**src/rtl/pipeline_hazard_ctrl.sv**
```systemverilog
// Hazard controller for the 5-stage pipeline: per-register {flush, stall} words, PC hold/redirect.
// Optional performance counters are built when HAZARD_PERF_EN is defined.
module pipeline_hazard_ctrl #(
  parameter int CNT_WIDTH = 32
) (
  input  logic                 clk,
  input  logic                 reset,
  input  logic [4:0]           id_rs1_addr,
  input  logic [4:0]           id_rs2_addr,
  input  logic                 id_use_rs1,
  input  logic                 id_use_rs2,
  input  logic                 ex_MemRead,
  input  logic [4:0]           ex_rd_addr,
  input  logic                 ex_branch_taken,
  input  logic                 if_busy,
  input  logic                 mem_busy,
  output logic                 pc_stall,
  output logic                 pc_redirect,
  output logic [1:0]           ifid_fs,
  output logic [1:0]           idex_fs,
  output logic [1:0]           exmem_fs,
  output logic [1:0]           memwb_fs,
  output logic                 discard_active,
  output logic [CNT_WIDTH-1:0] stall_cycles,
  output logic [CNT_WIDTH-1:0] flush_events
);

  // state   | meaning
  // RUN     | normal hazard resolution
  // DISCARD | wrong-path fetch still in flight; its returning word is dropped
  typedef enum logic {ST_RUN = 1'b0, ST_DISCARD = 1'b1} state_t;

  localparam logic [1:0] FS_ADV   = 2'b00;
  localparam logic [1:0] FS_HOLD  = 2'b01;
  localparam logic [1:0] FS_FLUSH = 2'b10;

  state_t state_q, state_d;
  logic   load_use;

  always_comb begin
    load_use = ex_MemRead && (ex_rd_addr != 5'd0) &&
               ((id_use_rs1 && (ex_rd_addr == id_rs1_addr)) ||
                (id_use_rs2 && (ex_rd_addr == id_rs2_addr)));
    pc_stall       = 1'b0;
    pc_redirect    = 1'b0;
    ifid_fs        = FS_ADV;
    idex_fs        = FS_ADV;
    exmem_fs       = FS_ADV;
    memwb_fs       = FS_ADV;
    discard_active = 1'b0;
    state_d        = state_q;
    if (!reset) begin
      pc_stall = 1'b1;
      ifid_fs  = FS_FLUSH;
      idex_fs  = FS_FLUSH;
      exmem_fs = FS_FLUSH;
      memwb_fs = FS_FLUSH;
      state_d  = ST_RUN;
    end else if (state_q == ST_DISCARD) begin
      // ID/EX carries bubbles here, so neither a branch nor a load-use can be live
      discard_active = 1'b1;
      pc_stall       = 1'b1;
      ifid_fs        = FS_FLUSH;
      if (mem_busy) begin
        idex_fs  = FS_HOLD;
        exmem_fs = FS_HOLD;
        memwb_fs = FS_FLUSH;
      end
      if (!if_busy) state_d = ST_RUN;
    end else if (mem_busy) begin
      pc_stall = 1'b1;
      ifid_fs  = FS_HOLD;
      idex_fs  = FS_HOLD;
      exmem_fs = FS_HOLD;
      memwb_fs = FS_FLUSH;
    end else if (ex_branch_taken) begin
      pc_redirect = 1'b1;
      ifid_fs     = FS_FLUSH;
      idex_fs     = FS_FLUSH;
      if (if_busy) state_d = ST_DISCARD;
    end else if (load_use || if_busy) begin
      pc_stall = 1'b1;
      ifid_fs  = FS_HOLD;
      idex_fs  = FS_FLUSH;
    end
  end

  always_ff @(posedge clk) begin
    if (!reset) state_q <= ST_RUN;
    else        state_q <= state_d;
  end

`ifdef HAZARD_PERF_EN
  logic [CNT_WIDTH-1:0] stall_cycles_q, stall_cycles_d;
  logic [CNT_WIDTH-1:0] flush_events_q, flush_events_d;

  // Saturating counters; they only clear on reset
  always_comb begin
    stall_cycles_d = stall_cycles_q;
    flush_events_d = flush_events_q;
    if (pc_stall && !(&stall_cycles_q))    stall_cycles_d = stall_cycles_q + CNT_WIDTH'(1);
    if (pc_redirect && !(&flush_events_q)) flush_events_d = flush_events_q + CNT_WIDTH'(1);
  end

  always_ff @(posedge clk) begin
    if (!reset) begin
      stall_cycles_q <= '0;
      flush_events_q <= '0;
    end else begin
      stall_cycles_q <= stall_cycles_d;
      flush_events_q <= flush_events_d;
    end
  end

  assign stall_cycles = stall_cycles_q;
  assign flush_events = flush_events_q;
`else
  assign stall_cycles = '0;
  assign flush_events = '0;
`endif

endmodule

```
**config.mk**
```make
export PLATFORM = sky130hd
export DESIGN_NAME = pipeline_hazard_ctrl
export DESIGN_NICKNAME = d
export VERILOG_FILES = /design/src/rtl/pipeline_hazard_ctrl.sv
export SDC_FILE = /design/constraint.sdc
export NUM_CORES = 1
export LEC_CHECK = 0
export BUFFER_PORTS_ARGS = -buffer_cell sky130_fd_sc_hd__buf_2
export CAP_MARGIN = 20
export CORE_ASPECT_RATIO = 0.75
export CORE_UTILIZATION = 32
export DETAILED_ROUTE_END_ITERATION = 10
export GPL_TIMING_DRIVEN = 1
export PLACE_DENSITY = 0.87
export SYNTH_ARGS = -nofsm -noshare
export SYNTH_HDL_FRONTEND = slang
export SYNTH_SLANG_ARGS = --single-unit
export TNS_END_PERCENT = 1
```
**constraint.sdc**
```tcl
create_clock -name clk -period 1.65 [get_ports clk]
set_clock_uncertainty 0.05 [all_clocks]
set_input_delay 0.0825 -clock clk [delete_from_list [all_inputs] [get_ports clk]]
set_output_delay 0.0825 -clock clk [all_outputs]
set_load 0.1 [all_outputs]
```
==> impl_results.md, run 1 <==
- Seq cells post-synth: 1
- Core Box Area: 0.002308 mm^2
- Capture endpoint of the worst hold path: state_q
- Sequential area share after synthesis: ~2.6%
- Hold WC Path Type: in2reg
- # hold bufs at CTS: 0
- Number of cell rows: 15
- Maximum number of pins on one net before global-route repair: 9
- Critical register-to-register path endpoint: state_q
- Total non-filler cell area in the finished layout: 805.8 um^2
- Vias per std cell: ~3.4
- Post-Syn Area: 783.3 um^2
- Top library cells by usage in the layout, fill and taps aside: conb_1, buf_2, xor2_1
- Post-detail-place hpwl: between 1000 and 1500 um
- Die area: 0.002651 mm^2
- Number of cells traversed by the worst register-to-register path: 3
- Setup repair after global routing missed its margin: false
- Postcts setup bufs: 0
- Worst setup slack after placement: 0.05898 ns
- Number of nets in the finished design: about 170
- I/O pin cnt: just under 100
- Initial standard-cell utilization of the core: 33.93%
- DRT Wirelength: 1219 um
- Number of synthesis warnings: 0
- Vias in the first global route: between 400 and 500
- Clock latency on the worst-skew pair: 0 ns
- Leading cell type in the layout, fill and taps excluded: conb_1
- DR pass1 iterations: 6
- Register containing the most flip-flops in the final layout: state_q
- Worst hold path stage count: 3
- Registers with the highest flip-flop counts: state_q: 1 flops
- Worst hold margin: slightly below 0.3 ns
- Run status: finished clean
- Remaining DRCs: 0
- Chip height: 44.85 um
- Largest vdd supply drop: roughly 0.00038 V
- RePlAce Congestion: roughly 0.75
- Setup slack of the most critical reg-to-reg path: 0.93 ns
- Die width: 59.13 um
- Worst endpoint data arrival time: 1.43 ns
- Max-slew violation count: 0
- Largest register FFs: 1
- Total of max-cap violations: 0
- CP endpoint kind: output port
- Setup ws final: 0.09159 ns
- Worst-path fanout max: 3
- Clock slew at reported path FFs: 0 ns
- Number of antenna diodes: 0
- Worst Path Class, Setup: in2out
- Reg-to-reg critical path startpoint: state_q
- Initial antenna violation count: 0
- Critical path data required time: 1.52 ns
- First-pass GRT wire length: 1704 um
- Vias after detailed routing: 596
- Placed Instance Area: 790.8 um^2
- Final count of hold timing violations: 0
- Total of cells resized after clock tree synthesis: 0
- Proportion of layout cells with a drive suffix above 1: between 20% and 30%
- Worst min-delay path startpoint: if_busy
- Average wire per standard cell: between 6 and 7 um
- Count of cell types in the netlist: 23
- Power, Total: 0.9097 mW
- Summed negative setup slack over all endpoints: 0 ns
- Remaining Overflow, GRT: 0
- Power per unit of standard cell area: 1129 mW/mm^2
- Antenna-violating nets left: 0
- Post-synthesis to final-layout area growth: 2.875%
- Overall track demand over capacity in global routing: approximately 7.7%
- Port Buffer Count: 32
- Maximum frequency from static timing analysis: 0.6417 GHz
- Cells after Synth: 111
- Type of origin of the critical path: input port
- Leakage power figure: between 0.4 and 0.5 nW
- Setup-violating endpoint count in the final report: 0
- Portion of the clock cycle consumed by the worst path in the final layout: 94.45%
- Final critical-path required period: 1.558 ns
- Mapped Avg Cell Area: 7.056 um^2
- Number of DRC violations after detailed-routing iteration 0: 11
routing by layer:
layer  vias to the layer above  global-route usage, %  part of all wire [%]
li1                        285                      -                     -
met1                       270                  8.117                    33
met2                        41                  17.27                    56
met3                         0                 0.8596                    11
met4                         0                      0                     0
met5                         -                      0                     0
logic make-up (layout without fill, tap and decap cells):
| logic type | Yosys count | in the layout | synth area share [%] |
|---|---|---|---|
| compound gates | 10 | 10 | 7.829 |
| xor+xnor | 10 | 10 | 11.18 |
| buf+inv | 68 | 36 | 64.22 |
| flops | 1 | 1 | 2.556 |
| other cells | 1 | 65 | 0.4788 |
| simple gates | 21 | 21 | 13.74 |
per-stage QoR:
stage | std cells | utilization, %
finish | 177 | 34.91
global route | 177 | 34.91
CTS | 177 | 34.25
detailed placement | 177 | 34.25
global placement | 177 | 34.25
floorplan | 175 | -
power by group:
part	internal (mW)	switching, mW	total [mW]
registers	0.0256	0.000380	0.0259
logic	0.0734	0.810	0.884
clock network	0	0	0
critical path: stages:
cell	delay, ns
buf_2	0.12
or4_1	0.51
o21a_1	0.22
o22ai_1	0.16
nor2_2	0.05
clkbuf_4	0.28
area by class of cell:
type                    instances  area, um^2
inverters                       2       7.507
repair buffers                 34       207.7
multi-input cells             106       528.0
flip-flops and latches          1       20.02
well taps                      34       42.54
fillers                       261        1503
cells in the mapped netlist:
master / instances / share of area (%)
buf_4: 66 / 63
xor2_1: 8 / 8.9
nor2_1: 6 / 2.9
nand2_1: 4 / 1.9
nand2b_1: 3 / 2.4
and2_0: 2 / 1.6
inv_1: 2 / 0.96
nor4_1: 2 / 1.6
o21ai_0: 2 / 1.3
o21ai_1: 2 / 1.3
xnor2_1: 2 / 2.2
a21oi_1: 1 / 0.64
a221oi_1: 1 / 1.1
a22oi_1: 1 / 0.96
a31oi_1: 1 / 0.80
and2_1: 1 / 0.80
conb_1: 1 / 0.48
dfxtp_1: 1 / 2.6
nor2b_1: 1 / 0.80
o21a_1: 1 / 0.96
o22ai_1: 1 / 0.80
or3_1: 1 / 0.80
or4_1: 1 / 0.96
worst max-delay path by stage:
stage,start,endpoint,slack [ns],cells after the start
after floorplan,ex_rd_addr[3],idex_fs[1],-0.24,4
after global placement,ex_rd_addr[3],pc_stall,0.04,6
after detailed placement,ex_rd_addr[4],pc_stall,0.06,6
after CTS,ex_rd_addr[4],pc_stall,0.06,6
after global routing,ex_rd_addr[3],pc_stall,0.06,6
final,ex_rd_addr[3],pc_stall,0.09,6
No activity file was read; power rests on OpenSTA's default activity.
==> run 2, diff against run 1 <==
--- a/config.mk
+++ b/config.mk
@@ -5,13 +5,14 @@
 export SDC_FILE = /design/constraint.sdc
 export NUM_CORES = 1
 export LEC_CHECK = 0
+export ABC_AREA = 1
 export BUFFER_PORTS_ARGS = -buffer_cell sky130_fd_sc_hd__buf_2
 export CAP_MARGIN = 20
 export CORE_ASPECT_RATIO = 0.75
-export CORE_UTILIZATION = 32
+export CORE_UTILIZATION = 34
 export DETAILED_ROUTE_END_ITERATION = 10
 export GPL_TIMING_DRIVEN = 1
-export PLACE_DENSITY = 0.87
+export PLACE_DENSITY = 0.88
 export SYNTH_ARGS = -nofsm -noshare
 export SYNTH_HDL_FRONTEND = slang
 export SYNTH_SLANG_ARGS = --single-unit
==> run 2 against run 1 <==
Against the previous run: via count grew 19%; final area grew 6.2%; die area grew 2.3%; register-to-register slack gained 0.03 ns; sequential power is essentially flat; core utilization grew 1.9 points; synthesized cell count grew 37%; hold slack gained 0.011 ns; first-iteration DRC count grew 91%; fmax grew 28%; synthesized area grew 8.8%; total power shrank 1.7%.
==> impl_results.md, run 2 <==
- Total of max-cap violations: 0 (unchanged)
- Count of buffering cells on the critical path with inverters included: 2 (unchanged)
- Registers with the highest flip-flop counts: state_q: 1 flops
- Worst endpoint data arrival time: 1.08 ns (-0.35 ns)
- Proportion of layout cells with a drive suffix above 1: 20.33% (-7.6 points)
- Post-Syn Area: 852.1 um^2 (+8.8%)
- Count of flip-flops with a built-in enable after synthesis: 0 (unchanged)
- Share of power burned in registers: 2.9% (about the same)
- Run status: finished clean
- DRT Wirelength: 1272 um (+4.3%)
- Setup slack of the most critical reg-to-reg path: 0.96 ns (+0.03 ns)
- Number of DRC violations after detailed-routing iteration 0: 21 (+10)
- Antenna-violating nets left: 0 (unchanged)
- Critical register-to-register path endpoint: state_q
- Core Box Area: 0.002327 mm^2 (+0.81%)
- DR pass1 iterations: 4 (-2)
- CP endpoint kind: output port
- Cell internal power dissipation: 0.09159 mW (-7.4%)
- Number of antenna diodes: 0 (unchanged)
- Vias per std cell: 3.278 (-2.7%)
- Number of cells traversed by the worst register-to-register path: 2 (-1)
- Number of synthesis warnings: 0 (unchanged)
- Vias in the first global route: 495 (+9.0%)
- Number of fill cells in the layout: 259 (-0.77%)
- I/O pin cnt: 98 (unchanged)
- Hold WC Path Type: in2reg
- Final count of hold timing violations: 0 (unchanged)
- Count of cell types in the netlist: 12 (-48%)
- Post-synthesis to final-layout area growth: 0.4406%
- Post-detail-place hpwl: 1202 um (+8.9%)
- Remaining Overflow, GRT: 0 (unchanged)
- Postcts setup bufs: 0 (unchanged)
- P_sw: 0.8027 mW (-0.99%)
- Largest vdd supply drop: 0.0003128 V (-17%)
- Crit path max-delay family: buffers and inverters
- Remaining DRCs: 0 (unchanged)
- Switching part of the total: 89.76% (+0.64 points)
- Die area: 0.002712 mm^2 (+2.3%)
- Area contributors post-synth: buf_4, nand2_1, inv_1
- Commonest cells post-synth: buf_4, nand2_1, inv_1
- Final critical-path required period: 1.214 ns (-0.3439 ns)
- Leakage power figure: 0.6455 nW (+38%)
- Top library cells by usage in the layout, fill and taps aside: conb_1, nand2_1, buf_2
- Portion of the clock cycle consumed by the worst path in the final layout: 73.61% (-21 points)
- Maximum frequency from static timing analysis: 0.8234 GHz (+28%)
- Ordered list of cells on the worst path: nor2_1 > inv_1 > nor3_4 > buf_2
- Sequential area share after synthesis: 2.349% (-0.21 points)
- Worst setup slack after placement: 0.4300 ns (+0.3710 ns)
- Most used DFF post-synth: dfxtp_1
- # hold bufs at CTS: 0 (unchanged)
- Fraction of power consumed by the clock network: 0% (unchanged)
- Cell Count, Final, Fillers Out: 216 (+22%)
- Total of cells resized after clock tree synthesis: 0 (unchanged)
- Dominant cell by count in the synthesized netlist: buf_4
- Worst-path cell with the longest stage delay: buf_2
- Type of origin of the critical path: register
- Power per unit of standard cell area: 1045 mW/mm^2 (-7.4%)
- Vias after detailed routing: 708 (+19%)
- Initial antenna violation count: 0 (unchanged)
- Overall track demand over capacity in global routing: 8.733% (+0.99 points)
- Setup repair after global routing missed its margin: false
- Register containing the most flip-flops in the final layout: state_q
- Leading cell type in the layout, fill and taps excluded: conb_1
- Largest register FFs: 1 (unchanged)
- Port Buffer Count: 32 (unchanged)
- Max-slew violation count: 0 (unchanged)
- Maximum number of pins on one net before global-route repair: 6 (-3)
- Clock latency on the worst-skew pair: 0 ns (unchanged)
- Number of nets in the finished design: 207 (+23%)
- Worst-path fanout max: 4 (+1)
- Worst Path Class, Setup: reg2out
- Seq cells post-synth: 1 (unchanged)
- Average wire per standard cell: 5.889 um (-14%)
- First-pass GRT wire length: 1938 um (+14%)
- Reg-to-reg critical path startpoint: state_q
- Post-synth top area cell: buf_4
- RePlAce Congestion: 0.8088 (+8.0%)
- Setup-violating endpoint count in the final report: 0 (unchanged)
- Termination of the worst setup path: pc_redirect
- Clock slew at reported path FFs: 0 ns (unchanged)
- Initial standard-cell utilization of the core: 36.61% (+2.7 points)
- Synth top area share: 58.15% (-5.1 points)
- Critical path data required time: 1.52 ns (about the same)
- Number of cell rows: 15 (unchanged)
- Die width: 59.81 um (+1.2%)
- Setup ws final: 0.4355 ns (+0.3439 ns)
- Chip height: 45.36 um (+1.1%)
- Share of power burned in combinational logic: 97.1% (about the same)
- Fraction of registers with async set or reset after synthesis: 0% (unchanged)
- Cells after Synth: 152 (+37%)
- Origin of the worst setup path: state_q
- Mapped Avg Cell Area: 5.606 um^2 (-21%)
- Delay contributed by the slowest stage of the critical path: 0.44 ns (-0.07 ns)
- Total number of cells along the worst setup path: 4 (-2)
- Placed insts: 216 (+22%)
run 2: cell types whose count changed in the layout (fill, tap and decap cells not counted), sizes merged, moves of 3 or more:
cell	delta
and2	-3
inv	+22
nand2	+34
nand2b	-3
nand3	+5
nor2	+7
xor2	-8
run 2: power groups by stage:
stage	Sequential, mW	Clock [mW]	Combinational [mW]
after floorplan	0.0262	0	0.916
after CTS	0.0263	0	0.866
after global placement	0.0262	0	0.864
final	0.0262	0	0.868
after detailed placement	0.0263	0	0.866
after global routing	0.0264	0	0.899
run 2: cell families after synthesis:
logic type      Yosys count  share of synthesized area, %
other cells               1                        0.4401
simple gates             58                         27.31
flops                     1                         2.350
compound gates            2                         1.175
buf+inv                  90                         68.72
run 2: worst min path at each step:
stage | to | slack [ns] | start | cells after the start
final | state_q | 0.30 | if_busy | 3
after global routing | state_q | 0.33 | if_busy | 3
after CTS | state_q | 0.31 | if_busy | 3
after detailed placement | state_q | 0.31 | if_busy | 3
after global placement | state_q | 0.31 | if_busy | 3
after floorplan | state_q | 0.17 | if_busy | 2
run 2: routing by layer:
metal / track usage, % / wire length (um)
met4: 0 / 0
met5: 0 / 0
met2: 16.00 / 676
met3: 0.2865 / 98
met1: 12.12 / 497
run 2: worst min-delay path: cells and delay by family:
family                 cells  cell delay (ns)
AOI/OAI and AO/OA          1             0.07
buffers and inverters      1             0.11
and+or+nand+nor            1             0.04
run 2: per-stage QoR:
step / hold WS, ns / utilization [%] / cell area, um^2 / power [mW] / setup TNS (ns)
2_1_floorplan: 0.1682 / - / 1104 / 0.9419 / -0.1570
3_3_place_gp: 0.3069 / 36.77 / 855.8 / 0.8900 / 0
3_5_place_dp: 0.3068 / 36.77 / 855.8 / 0.8919 / 0
4_1_cts: 0.3072 / 36.77 / 855.8 / 0.8923 / 0
5_1_grt: 0.3345 / 36.77 / 855.8 / 0.9254 / 0
6_report: 0.3045 / 36.77 / 855.8 / 0.8943 / 0
run 2: cell type report:
cell class / instances / area, um^2 / area share (%)
sequential: 1 / 20.02 / 2.339
tap: 34 / 42.54 / 4.971
timing repair buffer: 32 / 205.2 / 23.98
inverter: 24 / 90.09 / 10.53
multi-input combinational: 125 / 498.0 / 58.19
==> run 3, diff against run 2 <==
--- a/config.mk
+++ b/config.mk
@@ -9,10 +9,10 @@
 export BUFFER_PORTS_ARGS = -buffer_cell sky130_fd_sc_hd__buf_2
 export CAP_MARGIN = 20
 export CORE_ASPECT_RATIO = 0.75
-export CORE_UTILIZATION = 34
+export CORE_UTILIZATION = 31
 export DETAILED_ROUTE_END_ITERATION = 10
 export GPL_TIMING_DRIVEN = 1
-export PLACE_DENSITY = 0.88
+export PLACE_DENSITY = 0.85
 export SYNTH_ARGS = -nofsm -noshare
 export SYNTH_HDL_FRONTEND = slang
 export SYNTH_SLANG_ARGS = --single-unit
==> constraint.sdc (replaced) <==
create_clock -name clk -period 1 [get_ports clk]
set_clock_uncertainty 0.05 [all_clocks]
set_input_delay 0.05 -clock clk [delete_from_list [all_inputs] [get_ports clk]]
set_output_delay 0.05 -clock clk [all_outputs]
set_load 0.1 [all_outputs]
==> run 3 against run 2 <==
Against the previous run: the flow now finishes with violations (negative setup slack); die area is 9.3% higher; cell count is 3.2% higher; global-route usage is 0.57 points higher; core utilization is 7.3 points higher; via count is 5.4% higher; sequential share of layout area is 0.59 points lower; final area is 34% higher; total power is 81% higher; first-iteration DRC count is 38% lower; register-to-register slack worse by 0.83 ns; critical endpoint is now pc_stall; largest cell class unchanged.
==> impl_results.md, run 3 (same netlist as run 2, synthesis figures left out) <==
- Setup-violating endpoint count in the final report: 4 (+4)
- Switching part of the total: 84.45% (-5.3 points)
- Area used by multi-input combinational logic: 545.5 um^2 (+9.5%)
- Clock slew at reported path FFs: 0 ns (unchanged)
- Fraction of power consumed by the clock network: 0% (unchanged)
- Vias in the first global route: 525 (+6.1%)
- Clock latency on the worst-skew pair: 0 ns (unchanged)
- Critical path data required time: 0.90 ns (-0.62 ns)
- Leakage power figure: 0.7191 nW (+11%)
- Hold WC Path Type: in2reg
- Final Util: 44.04% (+7.3 points)
- Antenna-violating nets left: 0 (unchanged)
- Setup ws final: -0.1029 ns (-0.5385 ns)
- DRT Wirelength: 1659 um (+30%)
- Chip height: 47.41 um (+4.5%)
- CP endpoint kind: output port
- Vias per std cell: 3.345 (+2.1%)
- RePlAce Congestion: 0.8321 (+2.9%)
- Average wire per standard cell: 7.439 um (+26%)
- Final count of hold timing violations: 0 (unchanged)
- Share of power burned in combinational logic: 97.3% (+0.2 points)
- Largest register FFs: 1 (unchanged)
- Die area: 0.002964 mm^2 (+9.3%)
- Type of origin of the critical path: input port
- Register containing the most flip-flops in the final layout: state_q
- Remaining Overflow, GRT: 0 (unchanged)
- Overall track demand over capacity in global routing: 9.301% (+0.57 points)
- Worst-path fanout max: 3 (-1)
- Initial standard-cell utilization of the core: 32.74% (-3.9 points)
- Worst endpoint data arrival time: 1.00 ns (-0.08 ns)
- Number of DRC violations after detailed-routing iteration 0: 13 (-38%)
- Port Buffer Count: 32 (unchanged)
- Number of cell rows: 16 (+1)
- Violated checks: negative setup slack
- Portion of the clock cycle consumed by the worst path in the final layout: 110.3%
- Setup repair after global routing missed its margin: true
- Worst Path Class, Setup: in2out
- FF+latch area: 20.02 um^2 (unchanged)
- Power, Total: 1.615 mW (+81%)
- Maximum number of pins on one net before global-route repair: 6 (unchanged)
- Vias after detailed routing: 746 (+5.4%)
- Setup slack of the most critical reg-to-reg path: 0.13 ns (-0.83 ns)
- Cell internal power dissipation: 0.2511 mW (+170%)
- Final critical-path required period: 1.103 ns
- Registers with the highest flip-flop counts: state_q: 1 flops
- Initial antenna violation count: 0 (unchanged)
- I/O pin cnt: 98 (unchanged)
- Leading cell type in the layout, fill and taps excluded: conb_1
- Share of power burned in registers: 2.7% (-0.2 points)
- Largest vdd supply drop: 0.0005115 V (+64%)
- First-pass GRT wire length: 2256 um (+16%)
- Post-detail-place hpwl: 1410 um (+17%)
- Summed negative setup slack over all endpoints: -0.3626 ns (-0.3626 ns)
- Max-slew violation count: 0 (unchanged)
- Power per unit of standard cell area: 1409 mW/mm^2 (+35%)
- Maximum frequency from static timing analysis: roughly 0.91 GHz
- P_sw: 1.364 mW (+70%)
- Postcts setup bufs: 0 (unchanged)
- DR pass1 iterations: 7 (+3)
- Number of antenna diodes: 0 (unchanged)
- Total of max-cap violations: 0 (unchanged)
- Remaining DRCs: 0 (unchanged)
- Run status: finished, violations left
- Top library cells by usage in the layout, fill and taps aside: conb_1, nand2_1, inv_1
- Post-synthesis to final-layout area growth: 34.51%
- Proportion of layout cells with a drive suffix above 1: 35.29% (+15 points)
- Die width: 62.54 um (+4.6%)
- Core Box Area: 0.002603 mm^2 (+12%)
- Number of fill cells in the layout: 262 (+1.2%)
- Number of nets in the finished design: 212 (+2.4%)
## run 3: cell types whose count changed in the layout (fill, tap and decap cells not counted), moves of 7 or more
cell	before	now
nand2_1	36	25
buf_12	3	10
buf_6	0	8
inv_1	22	14
nand2_2	2	13
buf_2	29	11
## run 3: cell type report
cell class	instances	share of cell area (%)
repair buffers	37	37.34
flip-flops and latches	1	1.747
well taps	36	3.930
multi-input cells	125	47.60
inverters	24	9.389
## run 3: what timing repair did
action	CTS	global route
endpoints found under the hold margin	0	0
hold buffers	0	0
gates cloned	0	0
setup endpoints to repair	5	5
pin swaps	19	12
resized for setup	27	16
## run 3: worst paths after layout
| path | start | end | depth (start not counted) |
|---|---|---|---|
| worst max-delay path | ex_rd_addr[1] | pc_stall | 12 |
| worst min register to register | state_q | state_q | 3 |
| worst max register to register | state_q | state_q | 3 |
| worst min-delay path | if_busy | state_q | 3 |
## run 3: critical path: stages
cell,delay [ns]
buf_8,0.08
inv_4,0.03
nand2_2,0.05
nand2_1,0.04
nor2_1,0.11
nand3_1,0.08
nand2_1,0.07
nand2_2,0.08
nand2_1,0.07
nand2_1,0.07
nand3_2,0.08
buf_12,0.17
## run 3: stage by stage
step,hold WS [ns],instance area [um^2],setup slack [ns],instances
finish,0.2927,1146,-0.1029,223
global route,0.3423,1146,-0.1850,223
CTS,0.2858,1100,-0.08984,223
detailed placement,0.2834,1008,-0.2093,223
global placement,0.2723,1008,-0.1891,223
floorplan,0.1357,1111,-0.6556,216
## run 3: metal layers
layer | up-vias | part of all wire, % | global-route usage, %
met5 | - | 0 | 0
met4 | 0 | 0 | 0
met1 | 314 | 37 | 11.28
li1 | 385 | - | -
met2 | 47 | 57 | 19.78
met3 | 0 | 5.9 | 0.4854
## run 3: power by group through the flow
stage          combinational (mW)  clock (mW)  sequential (mW)
2_1_floorplan                1.51           0           0.0432
3_3_place_gp                 1.50           0           0.0427
3_5_place_dp                 1.50           0           0.0428
4_1_cts                      1.54           0           0.0431
5_1_grt                      1.62           0           0.0432
6_report                     1.57           0           0.0431
